--- src/rtl/dx_pkg.sv ---
// Shared types and helpers for the decode-to-execute pipeline stage.
// The payload is carried as one packed vector ordered {ctrl, imm, rd1, rd0, pc}.
package dx_pkg;

    localparam int DX_DATA_WIDTH = 32;
    localparam int DX_CTRL_WIDTH = 16;

    typedef enum logic [1:0] {
        DX_EMPTY = 2'd0,
        DX_FULL  = 2'd1,
        DX_SKID  = 2'd2
    } dx_state_e;

    // Reference layout of the packed payload at the default widths.
    typedef struct packed {
        logic [DX_CTRL_WIDTH-1:0] ctrl;
        logic [DX_DATA_WIDTH-1:0] imm;
        logic [DX_DATA_WIDTH-1:0] rd1;
        logic [DX_DATA_WIDTH-1:0] rd0;
        logic [DX_DATA_WIDTH-1:0] pc;
    } dx_payload_t;

    function automatic int dx_payload_width(input int data_width, input int ctrl_width);
        return 4 * data_width + ctrl_width;
    endfunction

endpackage

--- src/rtl/dx_pipeline_stage_entry.sv ---
// Width-parametrised load/hold register used for the main and skid entries.
// Clears only on asynchronous reset; otherwise holds until load_i.
module dx_skid_entry #(
    parameter int WIDTH = 144
) (
    input  logic             clk_i,
    input  logic             rst_ni,
    input  logic             load_i,
    input  logic [WIDTH-1:0] d_i,
    output logic [WIDTH-1:0] q_o
);

    logic [WIDTH-1:0] data_q;

    // Entry storage: load new payload or hold it bit-exact.
    always_ff @(posedge clk_i or negedge rst_ni) begin
        if (!rst_ni) begin
            data_q <= '0;
        end else if (load_i) begin
            data_q <= d_i;
        end else begin
            data_q <= data_q;
        end
    end

    assign q_o = data_q;

endmodule

--- src/rtl/dx_pipeline_stage.sv ---
// Decode-to-execute stage with valid/ready handshake, optional skid entry,
// synchronous flush and a saturating stall counter.
module dx_pipeline_stage #(
    parameter int DATA_WIDTH = 32,
    parameter int CTRL_WIDTH = 16,
    parameter bit SKID_EN    = 1'b1,
    parameter int CNT_WIDTH  = 16
) (
    input  logic                  clk,
    input  logic                  rst_n,
    input  logic                  flush,
    input  logic                  in_valid,
    output logic                  in_ready,
    input  logic [DATA_WIDTH-1:0] in_pc,
    input  logic [DATA_WIDTH-1:0] in_rd0,
    input  logic [DATA_WIDTH-1:0] in_rd1,
    input  logic [DATA_WIDTH-1:0] in_imm,
    input  logic [CTRL_WIDTH-1:0] in_ctrl,
    output logic                  out_valid,
    input  logic                  out_ready,
    output logic [DATA_WIDTH-1:0] out_pc,
    output logic [DATA_WIDTH-1:0] out_rd0,
    output logic [DATA_WIDTH-1:0] out_rd1,
    output logic [DATA_WIDTH-1:0] out_imm,
    output logic [CTRL_WIDTH-1:0] out_ctrl,
    output logic [CNT_WIDTH-1:0]  stall_count
);

    import dx_pkg::*;

    localparam int PW = dx_payload_width(DATA_WIDTH, CTRL_WIDTH);

    dx_state_e            state_q, state_d;
    logic [PW-1:0]        in_payload_s, main_d, main_q, skid_q;
    logic                 main_load_s, skid_load_s, accept_s, fire_s;
    logic [CNT_WIDTH-1:0] stall_q, stall_d;

    assign in_payload_s = {in_ctrl, in_imm, in_rd1, in_rd0, in_pc};
    assign accept_s     = in_valid && in_ready;
    assign fire_s       = out_valid && out_ready;

    // Next-state and entry-load decode; flush overrides every transition and drops the input.
    always_comb begin
        state_d     = state_q;
        main_load_s = 1'b0;
        skid_load_s = 1'b0;
        main_d      = in_payload_s;
        if (flush) begin
            state_d = DX_EMPTY;
        end else begin
            case (state_q)
                DX_EMPTY: begin
                    if (accept_s) begin
                        state_d     = DX_FULL;
                        main_load_s = 1'b1;
                    end else begin
                        state_d = DX_EMPTY;
                    end
                end
                DX_FULL: begin
                    if (fire_s && accept_s) begin
                        state_d     = DX_FULL;
                        main_load_s = 1'b1;
                    end else if (fire_s) begin
                        state_d = DX_EMPTY;
                    end else if (accept_s && SKID_EN) begin
                        state_d     = DX_SKID;
                        skid_load_s = 1'b1;
                    end else begin
                        state_d = DX_FULL;
                    end
                end
                DX_SKID: begin
                    if (fire_s) begin
                        state_d     = DX_FULL;
                        main_load_s = 1'b1;
                        main_d      = skid_q;
                    end else begin
                        state_d = DX_SKID;
                    end
                end
                default: begin
                    state_d = DX_EMPTY;
                end
            endcase
        end
    end

    // Handshake state register.
    always_ff @(posedge clk or negedge rst_n) begin
        if (!rst_n) begin
            state_q <= DX_EMPTY;
        end else begin
            state_q <= state_d;
        end
    end

    dx_skid_entry #(.WIDTH(PW)) u_main (
        .clk_i  (clk),
        .rst_ni (rst_n),
        .load_i (main_load_s),
        .d_i    (main_d),
        .q_o    (main_q)
    );

    generate
        if (SKID_EN) begin : g_skid
            logic in_ready_q;

            dx_skid_entry #(.WIDTH(PW)) u_skid (
                .clk_i  (clk),
                .rst_ni (rst_n),
                .load_i (skid_load_s),
                .d_i    (in_payload_s),
                .q_o    (skid_q)
            );

            // Registered ready: low exactly while the skid entry is occupied.
            always_ff @(posedge clk or negedge rst_n) begin
                if (!rst_n) begin
                    in_ready_q <= 1'b1;
                end else begin
                    in_ready_q <= (state_d != DX_SKID);
                end
            end

            assign in_ready = in_ready_q;
        end else begin : g_noskid
            logic unused_skid_load;

            assign unused_skid_load = skid_load_s;
            assign skid_q           = '0;
            assign in_ready         = !out_valid || out_ready;
        end
    endgenerate

    // Saturating count of blocked offers; flush deliberately has no effect.
    always_comb begin
        if (in_valid && !in_ready && (stall_q != {CNT_WIDTH{1'b1}})) begin
            stall_d = stall_q + {{(CNT_WIDTH-1){1'b0}}, 1'b1};
        end else begin
            stall_d = stall_q;
        end
    end

    // Stall counter register.
    always_ff @(posedge clk or negedge rst_n) begin
        if (!rst_n) begin
            stall_q <= '0;
        end else begin
            stall_q <= stall_d;
        end
    end

    assign out_valid   = (state_q != DX_EMPTY);
    assign {out_ctrl, out_imm, out_rd1, out_rd0, out_pc} = main_q;
    assign stall_count = stall_q;

endmodule

--- config.mk ---
export PLATFORM = sky130hd
export DESIGN_NAME = dx_pipeline_stage
export DESIGN_NICKNAME = d
export VERILOG_FILES = /design/src/rtl/dx_pkg.sv /design/src/rtl/dx_pipeline_stage_entry.sv /design/src/rtl/dx_pipeline_stage.sv
export SDC_FILE = /design/constraint.sdc
export NUM_CORES = 1
export LEC_CHECK = 0
export CORE_MARGIN = 1
export CORE_UTILIZATION = 40
export CTS_CLUSTER_DIAMETER = 60
export DETAILED_ROUTE_END_ITERATION = 16
export DONT_BUFFER_PORTS = 1
export PLACE_DENSITY_LB_ADDON = 0.25
export SLEW_MARGIN = 20
export SYNTH_ARGS = -nofsm -noshare
export SYNTH_HDL_FRONTEND = slang
export SYNTH_HIERARCHICAL = 1
export SYNTH_SLANG_ARGS = --single-unit
--- constraint.sdc ---
create_clock -name clk -period 5.9 [get_ports clk]
set_clock_uncertainty 0.15 [all_clocks]
set_input_delay 1.18 -clock clk [delete_from_list [all_inputs] [get_ports clk]]
set_output_delay 1.18 -clock clk [all_outputs]
set_load 0.05 [all_outputs]
# --- After elaboration in Yosys (flattened, before gate mapping) ---
# Cells that the tools add are included.
op_classes:
  n_addsub: 1
  n_eq_ne: 4
  mux: 19
  reduce_logical: 8
op_table:
  columns: ["operator", "n"]
  rows:
  - ["$mux 144", 3]
  - ["$add 16x1->16 const B", 1]
  - ["$ne 16x16->1 const B", 1]
  - ["$mux 2", 5]
  - ["$mux 1", 9]
  - ["$pmux 2 s3", 1]
  - ["$logic_and 1x1->1", 5]
  - ["$pmux 1 s3", 1]
  - ["$eq 2x1->1 const B", 1]
  - ["$eq 2x2->1 const B", 1]
  - ["$logic_not 2->1", 1]
  - ["$ne 2x2->1 const B", 1]
  - ["$reduce_bool 2->1", 1]
  - ["$logic_not 1->1", 1]
totals:
  register_bits: 307
  in_bits: 149
  out_inout_bits: 162
  wordCells: 37

# --- Logic depth before layout (Yosys ltp) ---
# Gate-level depths: netlist of run 1.
depth:
  ltp_word: 7
  mapped_depth: 12
  ltp_nobuf: 9

# --- Cells and area by module ---
# The synthesis of run 1 kept the hierarchy.
by_module_without_submodules:
  columns: ["module", "n_inst", "cells_each", "area_each_um2", "seq_area_each_um2"]
  rows:
  - ["dx_skid_entry", 2, 304, 5580.4, 3603.5]
  - ["dx_pipeline_stage", 1, 265, 3026.7, 476.7]

# --- Least setup slack after synthesis of run 1 ---
# Ideal clock, no wire load.
synth_path:
  path_type: "input to register"
  startpoint: "in in_valid"
  endpoint: "reg u_main.data_q[100], in the netlist u_main/q_o[100]"
  setup_time_ps: 125
  t_arrival_ps: 2499
  required_ps: 5625
  path_slack_ps: 3126
  stages: 10
  n_path_buf: 3
  path_cell_list: "and2_1 > ha_1 > nand2_1 > a21oi_1 > nor2_1 > nor2_1 > buf_6 > buf_6 > buf_6 > mux2_4"
synth_via:
  elab_chain_len: 5
  word_cells_on_any_way: 6
  classes_between: "mux: 4; reduce/logical: 2"
synth_rtl:
  columns: ["element", "line", "source"]
  rows:
  - ["start, declared", "dx_pipeline_stage.sv:12", "input logic in_valid,"]
  - ["$logic_and 1x1->1 *", "dx_pipeline_stage.sv:39", "assign accept_s = in_valid && in_ready;"]
  - ["$logic_and 1x1->1", "dx_pipeline_stage.sv:61", "if (fire_s && accept_s) begin"]
  - ["$mux 1", "dx_pipeline_stage.sv:61", null]
  - ["$pmux 1 s3 *", "dx_pipeline_stage.sv:51", "case (state_q)"]
  - ["$mux 1 *", "dx_pipeline_stage.sv:48", "if (flush) begin"]
  - ["named net main_load_s", "dx_pipeline_stage.sv:35", "logic main_load_s, skid_load_s, accept_s, fire_s;"]
  - ["end signal, assigned", "dx_pipeline_stage_entry.sv:20", "data_q <= d_i;"]
  - ["end signal, assigned", "dx_pipeline_stage_entry.sv:22", "data_q <= data_q;"]
  - ["end, declared", "dx_pipeline_stage_entry.sv:13", "logic [WIDTH-1:0] data_q;"]
# Mark *: on every way through the listed nets, which the timed path passes. The rest lies on a longest branch.
# A chain may end at the register's enable or synchronous reset.

# --- Worst setup path after layout of run 1 ---
layout_path:
  startpoint: "reg state_q[1]"
  endpoint: "reg g_skid.u_skid.data_q[79], in the netlist g_skid.u_skid/q_o[79]"
layout_via:
  elab_chain_len: 6
  word_cells_on_any_way: 8
  classes_between: "eq/ne: 1; mux: 4; reduce/logical: 3"
layout_rtl:
  columns: ["element", "line", "source"]
  rows:
  - ["start, declared", "dx_pipeline_stage.sv:33", "dx_state_e state_q, state_d;"]
  - ["start signal, assigned", "dx_pipeline_stage.sv:94", "state_q <= state_d;"]
  - ["$reduce_bool 2->1 *", "dx_pipeline_stage.sv:155", "assign out_valid = (state_q != DX_EMPTY);"]
  - ["named net out_valid", "dx_pipeline_stage.sv:19", "output logic out_valid,"]
  - ["$logic_and 1x1->1 *", "dx_pipeline_stage.sv:40", "assign fire_s = out_valid && out_ready;"]
  - ["$mux 1 or $logic_and 1x1->1 (tied branches)", "dx_pipeline_stage.sv:64, dx_pipeline_stage.sv:61", null]
  - ["$mux 1 *", "dx_pipeline_stage.sv:61", null]
  - ["$mux 1 *", "dx_pipeline_stage.sv:51", null]
  - ["$mux 1 *", "dx_pipeline_stage.sv:48", null]
  - ["named net skid_load_s", "dx_pipeline_stage.sv:35", null]
  - ["end signal, assigned", "dx_pipeline_stage_entry.sv:20", null]
  - ["end signal, assigned", "dx_pipeline_stage_entry.sv:22", null]
  - ["end, declared", "dx_pipeline_stage_entry.sv:13", null]
# Marks and branches as above.

==> results of run 1 <==
[synthesized netlist by cell type (all sizes together)]
master / n / area [µm²]
nand2b: 2 / 12.5
o311ai: 1 / 8.76
a31oi: 1 / 6.26
dfrtp: 306 / 7660
nand3: 7 / 35.0
nand2: 8 / 30.0
inv: 3 / 11.3
or3b: 1 / 8.76
nor4: 5 / 37.5
or2: 1 / 6.26
xnor2: 3 / 26.3
xor2: 5 / 43.8
or3: 2 / 18.8
o21ai: 5 / 28.8
and3: 3 / 20.0
a21oi: 9 / 45.0
nand4: 2 / 33.8
and4b: 1 / 10.0
and2: 1 / 6.26
and3b: 1 / 8.76
nor2: 7 / 26.3
ha: 3 / 37.5
or4: 1 / 11.3
buf: 49 / 392
nor2b: 2 / 12.5
dfstp: 1 / 26.3
mux2: 435 / 5570
nor3: 4 / 20.0
nand3b: 2 / 15.0
nor4b: 1 / 8.76
a41oi: 1 / 8.76
[sequential cells by signal, indices dropped and copies added (netlist names)]
name	flops
g_skid.u_skid/q_o	144
in_ready	1
stall_count	16
state_q	2
u_main/q_o	144
[kinds of logic after synthesis]
| kind of cell | count (synthesis) |
|---|---|
| buffers and inverters | 52 |
| and+or+nand+nor | 51 |
| AOI/OAI and AO/OA | 17 |
| muxes | 435 |
| DFF | 307 |
| adders and majority gates | 3 |
| xor gates and xnor gates | 8 |
[power groups by stage]
stage	registers [mW]	clock network, mW	logic (mW)
final	4.23	2.26	1.01
after global routing	4.32	2.44	1.10
after CTS	4.24	2.36	1.02
after detailed placement	4.27	0	1.02
after global placement	4.25	0	0.986
after floorplan	4.10	0	0.940
[worst max-delay path, cell delays in order, from the launching register on]
cell      delay, ps
dfrtp_1         420
or2_2           450
nand2_1         140
ha_1            160
nand3b_1        160
nor2_4          160
buf_4           530
buf_4           540
mux2_2          390
[final timing paths]
kind,slack [ps],cells past startpoint,endpoint
worst max-delay path,2630,8,g_skid.u_skid/q_o[79]$_DFFE_PN0P_
worst min-delay path,200,0,u_main/q_o[101]$_DFFE_PN0P_
worst max register to register,2630,8,g_skid.u_skid/q_o[79]$_DFFE_PN0P_
worst min register to register,350,1,g_skid.u_skid/q_o[43]$_DFFE_PN0P_
max in group asynchronous,4280,0,g_skid.u_skid/q_o[142]$_DFFE_PN0P_
min in group clk,350,1,g_skid.u_skid/q_o[43]$_DFFE_PN0P_
[through the flow]
step / worst slack [ps] / cell area [µm²] / cells
final: 2630 / 15800 / 1355
after global routing: 2430 / 15800 / 1355
after CTS: 2620 / 15800 / 1355
after detailed placement: 2300 / 14500 / 1288
after global placement: 2310 / 14500 / 1288
after floorplan: 3130 / 14200 / 873
[area by class of cell]
type                    instances  area, µm²  area share, %
clock buffers                  55       1150           7.27
clock inverters                12       96.3          0.611
inverters                       3       11.3         0.0715
multi-input cells             514       6120           38.9
flip-flops and latches        307       7680           48.8
well taps                     455        569           3.61
repair buffers                  9        130          0.826
[layer usage]
layer	part of all wire, %	vias up	wire length (µm)
met5	0	-	0
met4	2.2	0	634
met3	13	43	3760
met1	42	3536	12000
li1	-	3151	-
met2	42	259	12100
==> run metrics, run 1 <==
worst-margin pin slew=1380 ps; period utilization=55.5%; Internal=4.91 mW; final hold vios=0; Core Region=0.0347 mm²; # resized after CTS=0; Max Fanout on Critical Path=47; compound-cell area share of the yosys netlist=0.688%; Die W=190 µm; gp weighted congestion=0.782; Mapped Nets=1025; synth unique cells=40; Area Overhead vs Synth=11.1%; M3 GR Usage=8.43%; commonest non-fill, non-tap cells in the layout=dfrtp_1, mux2_2, mux2_4; I/O Buffers=0; Fmax=0.306 GHz; Adder-Cell Fraction of Synth Area=0.265%; outcome=completed; Setup crit start=state_q[1]$_DFF_PN0_; Worst setup SP type=flip-flop; row count=68; Root Buffer=clkbuf_16; Overall Power=7.50 mW; All-Layer GR Usage=15.8%; Max Cap Viol=0; min Tclk post-route=3270 ps; DP HPWL=17600 µm; Comb power frac=13.5%; Switch Pwr=2.59 mW; I/O Pins=311; met1 usage=20.0%; worst r2r src=state_q[1]$_DFF_PN0_; initial antenna violation count=0; ANT nets after route=0; post-synthesis xor/xnor area fraction=0.494%; fillers=3028; final count of negative-setup-slack endpoints=0; RSZ-0062 raised after global routing=no; Setup Crit Path Kind=flip-flop to flip-flop; share of layout cells above drive strength 1=57.7%; crit end category=flip-flop; # diodes=0; Skew-Pair Late Insertion Delay=520 ps; vias in the first global route=7569; Min-Delay Path Class=input pin to asynchronous set/reset pin; Post-Synthesis Cells=873; GR peak layer=met2; Synth Warn #=6; clock-pin slew on the worst setup and hold paths=60 ps; grt met2 use=22.4%; setup TNS=0 ps; H-tree Lvls=2; final core occ=45.4%; TritonCTS buffer count=37; layout net count=1024; DR DRC count=0; gr ovfl total=0; Power per Cell Area=476 mW/mm²; Seq cells post-synth=307; mux cell area share after synthesis=39.3%; DIE AREA=0.0362 mm²; pin count of the biggest net entering global routing=308; clock network power share=30.1%; first-pass GRT wire length=44600 µm; Worst VDD drop=0.274 mV; Setup Fix Bufs, Post-CTS=0; sw frac=34.5%; synthesized cell area=0.0142 mm²; Arrival @ worst endpoint=3530 ps; Sequential Power Share=56.4%; largest family of logic cells by synthesized area=multiplexers; commonest non-fill, non-tap cell in the layout=dfrtp_1; Max Buffers Root-to-Sink=3; sequential share of the synthesized area=54.2%; iteration count of the initial detailed-routing pass=4; DRT iter0 DRCs=234; Clock Sinks=307; syn avg cell area=16.3 µm²; max-slew violations=0; CTS tree=done; simple-gate share of the synthesized area=2.27%; die height=190 µm; routed vias/inst=5.16; Via Count=6989; Leak Pwr=6.80 nW; hold buffer count at CTS=0; WHS=198 ps; worst rel slew slack=7.92%; total wire length=28500 µm; Initial Utilization=40.9%; CP required=6160 ps; DR WL/cell=21.0 µm
No activity file was read; power rests on OpenSTA's default activity.
==> run 2, diff against run 1 <==
Clock period 5.9 ns to 2.65 ns, I/O delays scaled along.
==> run 2 against run 1 <==
The run now ends with hold timing left. Hold slack got worse by 630 ps. Cell count increased by 12%. Power increased by 120%. Critical endpoint is now g_skid.u_skid/q_o[80]$_DFFE_PN0P_. Highest routed layer unchanged.
==> run metrics, run 2 (same netlist as run 1, synthesis figures left out) <==
outcome=complete, but fails checks (was completed); failing checks=hold timing; gp weighted congestion=0.820 (was 0.782); DRT iter0 DRCs=284 (was 234); worst r2r src=state_q[1]$_DFF_PN0_ (unchanged); placed cells=1317 (was 1288); WHS=-436 ps (was 198 ps); Max Fanout on Critical Path=23 (was 47); Reg area=0.00768 mm² (unchanged); Clock Sinks=307 (unchanged); Max Buffers Root-to-Sink=3 (unchanged); commonest non-fill, non-tap cell in the layout=dfrtp_1 (unchanged); period utilization=91.6% (was 55.5%); clock-pin slew on the worst setup and hold paths=60 ps (about the same); Fmax=0.412 GHz (was 0.306 GHz); row count=68 (unchanged); final worst slack=223 ps (was 2630 ps); die height=190 µm (unchanged); setup TNS=0 ps (unchanged); DP HPWL=18900 µm (was 17600 µm); Overall Power=16.6 mW (was 7.50 mW); Worst VDD drop=0.681 mV (was 0.274 mV); cell area after layout=0.0174 mm² (was 0.0158 mm²); Core Region=0.0347 mm² (unchanged); Via Count=7804 (was 6989); Worst setup SP type=flip-flop (unchanged); Max Cap Viol=0 (unchanged); CP required=2890 ps (was 6160 ps); final hold vios=307 (was 0); routed vias/inst=5.14 (was 5.16); Setup Crit Path Kind=flip-flop to flip-flop (unchanged); share of layout cells above drive strength 1=50.2% (was 57.7%); R2R depth=8 (unchanged); Die W=190 µm (unchanged); Place WS=134 ps (was 2300 ps); Root Buffer=clkbuf_16 (unchanged); initial antenna violation count=0 (unchanged); fillers=2916 (was 3028); min Tclk post-route=2430 ps (was 3270 ps); I/O Pins=311 (unchanged); ANT nets after route=0 (unchanged); Initial Utilization=40.9% (unchanged); RSZ-0062 raised after global routing=no (unchanged); Min-Delay Path Class=input pin to asynchronous set/reset pin (unchanged); TritonCTS buffer count=36 (was 37); max-slew violations=0 (unchanged); DIE AREA=0.0362 mm² (unchanged); first-pass GRT wire length=49300 µm (was 44600 µm); dpl cell area=0.0149 mm² (was 0.0145 mm²); worst rel slew slack=50.4% (was 7.92%); Power per Cell Area=955 mW/mm² (was 476 mW/mm²); Area Overhead vs Synth=22.7% (was 11.1%); All-Layer GR Usage=17.2% (was 15.8%); I/O Buffers=0 (unchanged); # diodes=0 (unchanged); Critical R2R Capture=g_skid.u_skid/q_o[80]$_DFFE_PN0P_ (was g_skid.u_skid/q_o[79]$_DFFE_PN0P_); H-tree Lvls=2 (unchanged); hold buffer count at CTS=143 (was 0); Arrival @ worst endpoint=2670 ps (was 3530 ps); total wire length=31400 µm (was 28500 µm); final count of negative-setup-slack endpoints=0 (unchanged); layout net count=1195 (was 1024); commonest non-fill, non-tap cells in the layout=dfrtp_1, mux2_2, mux2_4 (unchanged); DR WL/cell=20.7 µm (was 21.0 µm); CTS tree=done (unchanged); Post-Layout Cell Count=1517 (was 1355); Skew-Pair Late Insertion Delay=510 ps (was 520 ps); pin count of the biggest net entering global routing=308 (unchanged); vias in the first global route=8554 (was 7569); r2r setup slk=220 ps (was 2630 ps); crit end category=flip-flop (unchanged); DR DRC count=0 (unchanged); Leak Pwr=7.49 nW (was 6.80 nW); final core occ=50.1% (was 45.4%); gr ovfl total=0 (unchanged); iteration count of the initial detailed-routing pass=4 (unchanged); worst-margin pin slew=737 ps (was 1380 ps); area of the multi-input gates=0.00612 mm² (unchanged); Setup Fix Bufs, Post-CTS=0 (unchanged)
==> run 2: worst max path at each step <==
stage | from | end | slack [ps]
2_1_floorplan | in_ready$_DFF_PN1_ | u_main/q_o[100]$_DFFE_PN0P_ | 290
3_3_place_gp | in_valid | u_main/q_o[70]$_DFFE_PN0P_ | 150
3_5_place_dp | in_valid | u_main/q_o[9]$_DFFE_PN0P_ | 130
4_1_cts | in_ready$_DFF_PN1_ | u_main/q_o[70]$_DFFE_PN0P_ | 120
5_1_grt | state_q[0]$_DFF_PN0_ | u_main/q_o[64]$_DFFE_PN0P_ | 110
6_report | state_q[1]$_DFF_PN0_ | g_skid.u_skid/q_o[80]$_DFFE_PN0P_ | 220
==> run 2: worst max-delay path, stage by stage, from the launching register on <==
cell and delay, ps:
dfrtp_1 410, or2_2 320, nand2_1 100, ha_1 150
nand3b_1 170, nor2_4 190, buf_12 250, buf_12 190
mux2_2 350
==> run 2: report_power, final <==
part           switching, mW  leakage [nW]  internal [mW]  total, mW
combinational          0.733          3.27           1.87       2.61
sequential              3.19          3.68           6.15       9.34
clock                   1.86         0.538           2.81       4.67
==> run 2: area by class of cell <==
class,count,area share [%]
repair buffers,181,11.0
flip-flops and latches,307,44.1
inverters,3,0.0647
clock buffers,53,6.01
clock inverters,4,0.302
multi-input cells,514,35.2
well taps,455,3.27
==> run 2: metal layers <==
| metal | wire length, µm | up-vias | share of wire (%) | global-route usage [%] |
|---|---|---|---|---|
| met3 | 2970 | 47 | 9.4 | 6.18 |
| met2 | 13900 | 259 | 44 | 25.9 |
| met1 | 14000 | 4008 | 44 | 23.2 |
| li1 | - | 3490 | - | - |
| met5 | 0 | - | 0 | 0 |
| met4 | 590 | 0 | 1.9 | 4.95 |
==> run 2: what timing repair did <==
item                                    4_1_cts  5_1_grt
endpoints found under the setup margin        0       14
endpoints found under the hold margin       452      307
resized for setup                             0        1
==> run 3, diff against run 2 <==
Settings changed: RECOVER_POWER set to 50.
==> run 3 against run 2 <==
The flow still finishes with violations (hold timing). Non-clock buffer count did not move. Critical endpoint unchanged. Sequential share of layout area grew 0.20 points. Power fell by 0.11%. Cell count unchanged. First-iteration DRC count is 7.7% lower. Core utilization shrank 0.22 points. Global-route usage is the same. Clock power about the same. Combinational power about the same. Register-to-register slack about the same.
==> run metrics, run 3 (same netlist as run 1, synthesis figures left out) <==
Via Count=7809 (was 7804); final core occ=49.9% (was 50.1%); Power per Cell Area=958 mW/mm² (was 955 mW/mm²); Overall Power=16.6 mW (about the same); final count of negative-setup-slack endpoints=0 (unchanged); All-Layer GR Usage=17.2% (unchanged); final hold vios=307 (unchanged); DRT iter0 DRCs=262 (was 284); Worst setup SP type=flip-flop (unchanged); dpl cell area=0.0149 mm² (unchanged); commonest non-fill, non-tap cells in the layout=dfrtp_1, mux2_2, mux2_4 (unchanged); Max Buffers Root-to-Sink=3 (unchanged); RSZ-0062 raised after global routing=no (unchanged); die height=190 µm (unchanged); cell area after layout=0.0173 mm² (was 0.0174 mm²); DR WL/cell=20.7 µm (about the same); initial antenna violation count=0 (unchanged); M3 GR Usage=6.18% (unchanged); row count=68 (unchanged); first-pass GRT wire length=49300 µm (unchanged); WHS=-431 ps (was -436 ps); CTS tree=done (unchanged); DIE AREA=0.0362 mm² (unchanged); clock-pin slew on the worst setup and hold paths=60 ps (about the same); worst-margin pin slew=843 ps (was 737 ps); gp weighted congestion=0.820 (unchanged); outcome=complete, but fails checks (unchanged); CP required=2890 ps (about the same); final worst slack=222 ps (was 223 ps); Arrival @ worst endpoint=2670 ps (about the same); hold buffer count at CTS=143 (unchanged); layout net count=1195 (unchanged); I/O Pins=311 (unchanged); period utilization=91.6% (about the same); total wire length=31400 µm (about the same); Leak Pwr=7.42 nW (was 7.49 nW); gr ovfl total=0 (unchanged); vias in the first global route=8554 (unchanged); Place WS=134 ps (unchanged); share of layout cells above drive strength 1=48.6% (was 50.2%); TritonCTS buffer count=36 (unchanged); GR peak layer=met2 (unchanged); DP HPWL=18900 µm (unchanged); Post-Layout Cell Count=1517 (unchanged); Area Overhead vs Synth=22.1% (was 22.7%); max-slew violations=0 (unchanged); Min-Delay Path Class=input pin to asynchronous set/reset pin (unchanged); worst rel slew slack=43.8% (was 50.4%); I/O Buffers=0 (unchanged); min Tclk post-route=2430 ps (about the same); Setup Crit Path Kind=flip-flop to flip-flop (unchanged); commonest non-fill, non-tap cell in the layout=dfrtp_1 (unchanged); iteration count of the initial detailed-routing pass=4 (unchanged); Max Cap Viol=0 (unchanged); pin count of the biggest net entering global routing=308 (unchanged); Initial Utilization=40.9% (unchanged); Core Region=0.0347 mm² (unchanged); met1 usage=23.2% (unchanged); # diodes=0 (unchanged); Worst VDD drop=0.681 mV (about the same); H-tree Lvls=2 (unchanged); Root Buffer=clkbuf_16 (unchanged); DR DRC count=0 (unchanged); Fmax=0.412 GHz (about the same); failing checks=hold timing (unchanged); ANT nets after route=0 (unchanged); Max Fanout on Critical Path=23 (unchanged); setup TNS=0 ps (unchanged); Die W=190 µm (unchanged); routed vias/inst=5.15 (was 5.14); Clock Sinks=307 (unchanged); crit end category=flip-flop (unchanged); placed cells=1317 (unchanged); Skew-Pair Late Insertion Delay=510 ps (about the same); grt met2 use=25.9% (unchanged)
run 3: where the power goes:
part | leakage (nW) | internal, mW | switching, mW | total, mW
registers | 3.68 | 6.15 | 3.19 | 9.34
clock network | 0.538 | 2.81 | 1.85 | 4.66
logic | 3.20 | 1.86 | 0.732 | 2.59
run 3: path summary, 6_finish.rpt:
| kind | from | to | slack, ps | depth (start not counted) |
|---|---|---|---|---|
| max reg2reg | state_q[1]$_DFF_PN0_ | g_skid.u_skid/q_o[80]$_DFFE_PN0P_ | 220 | 8 |
| max | state_q[1]$_DFF_PN0_ | g_skid.u_skid/q_o[80]$_DFFE_PN0P_ | 220 | 8 |
| min | rst_n | u_main/q_o[138]$_DFFE_PN0P_ | -430 | 0 |
| min in group clk | in_rd1[9] | g_skid.u_skid/q_o[73]$_DFFE_PN0P_ | 40 | 1 |
| max in group asynchronous | rst_n | g_skid.u_skid/q_o[34]$_DFFE_PN0P_ | 2220 | 0 |
| min reg2reg | g_skid.u_skid/q_o[15]$_DFFE_PN0P_ | g_skid.u_skid/q_o[15]$_DFFE_PN0P_ | 350 | 1 |
run 3: metal layers:
layer  vias to the layer above  routed length [µm]
li1                       3489                   -
met1                      4008               13900
met2                       265               13900
met3                        47                3000
met4                         0                 592
met5                         -                   0
run 3: layout make-up:
class | count | area, µm²
multi-input cells | 514 | 6090
clock buffers | 53 | 1050
repair buffers | 181 | 1870
inverters | 3 | 11.3
clock inverters | 4 | 52.6
fillers | 2937 | 17400
flip-flops and latches | 307 | 7680
well taps | 455 | 569
run 3: worst max-delay path, stage by stage (launching register included):
cell and delay, ps:
dfrtp_1 410, or2_2 320, nand2_1 100, ha_1 150, nand3b_1 170, nor2_4 190
buf_12 250, buf_12 190, mux2_2 350
run 3: what timing repair did:
action,in CTS,in global routing
endpoints found under the setup margin,0,14
gates resized for setup,0,1
endpoints found under the hold margin,452,307
buffers inserted,0,0
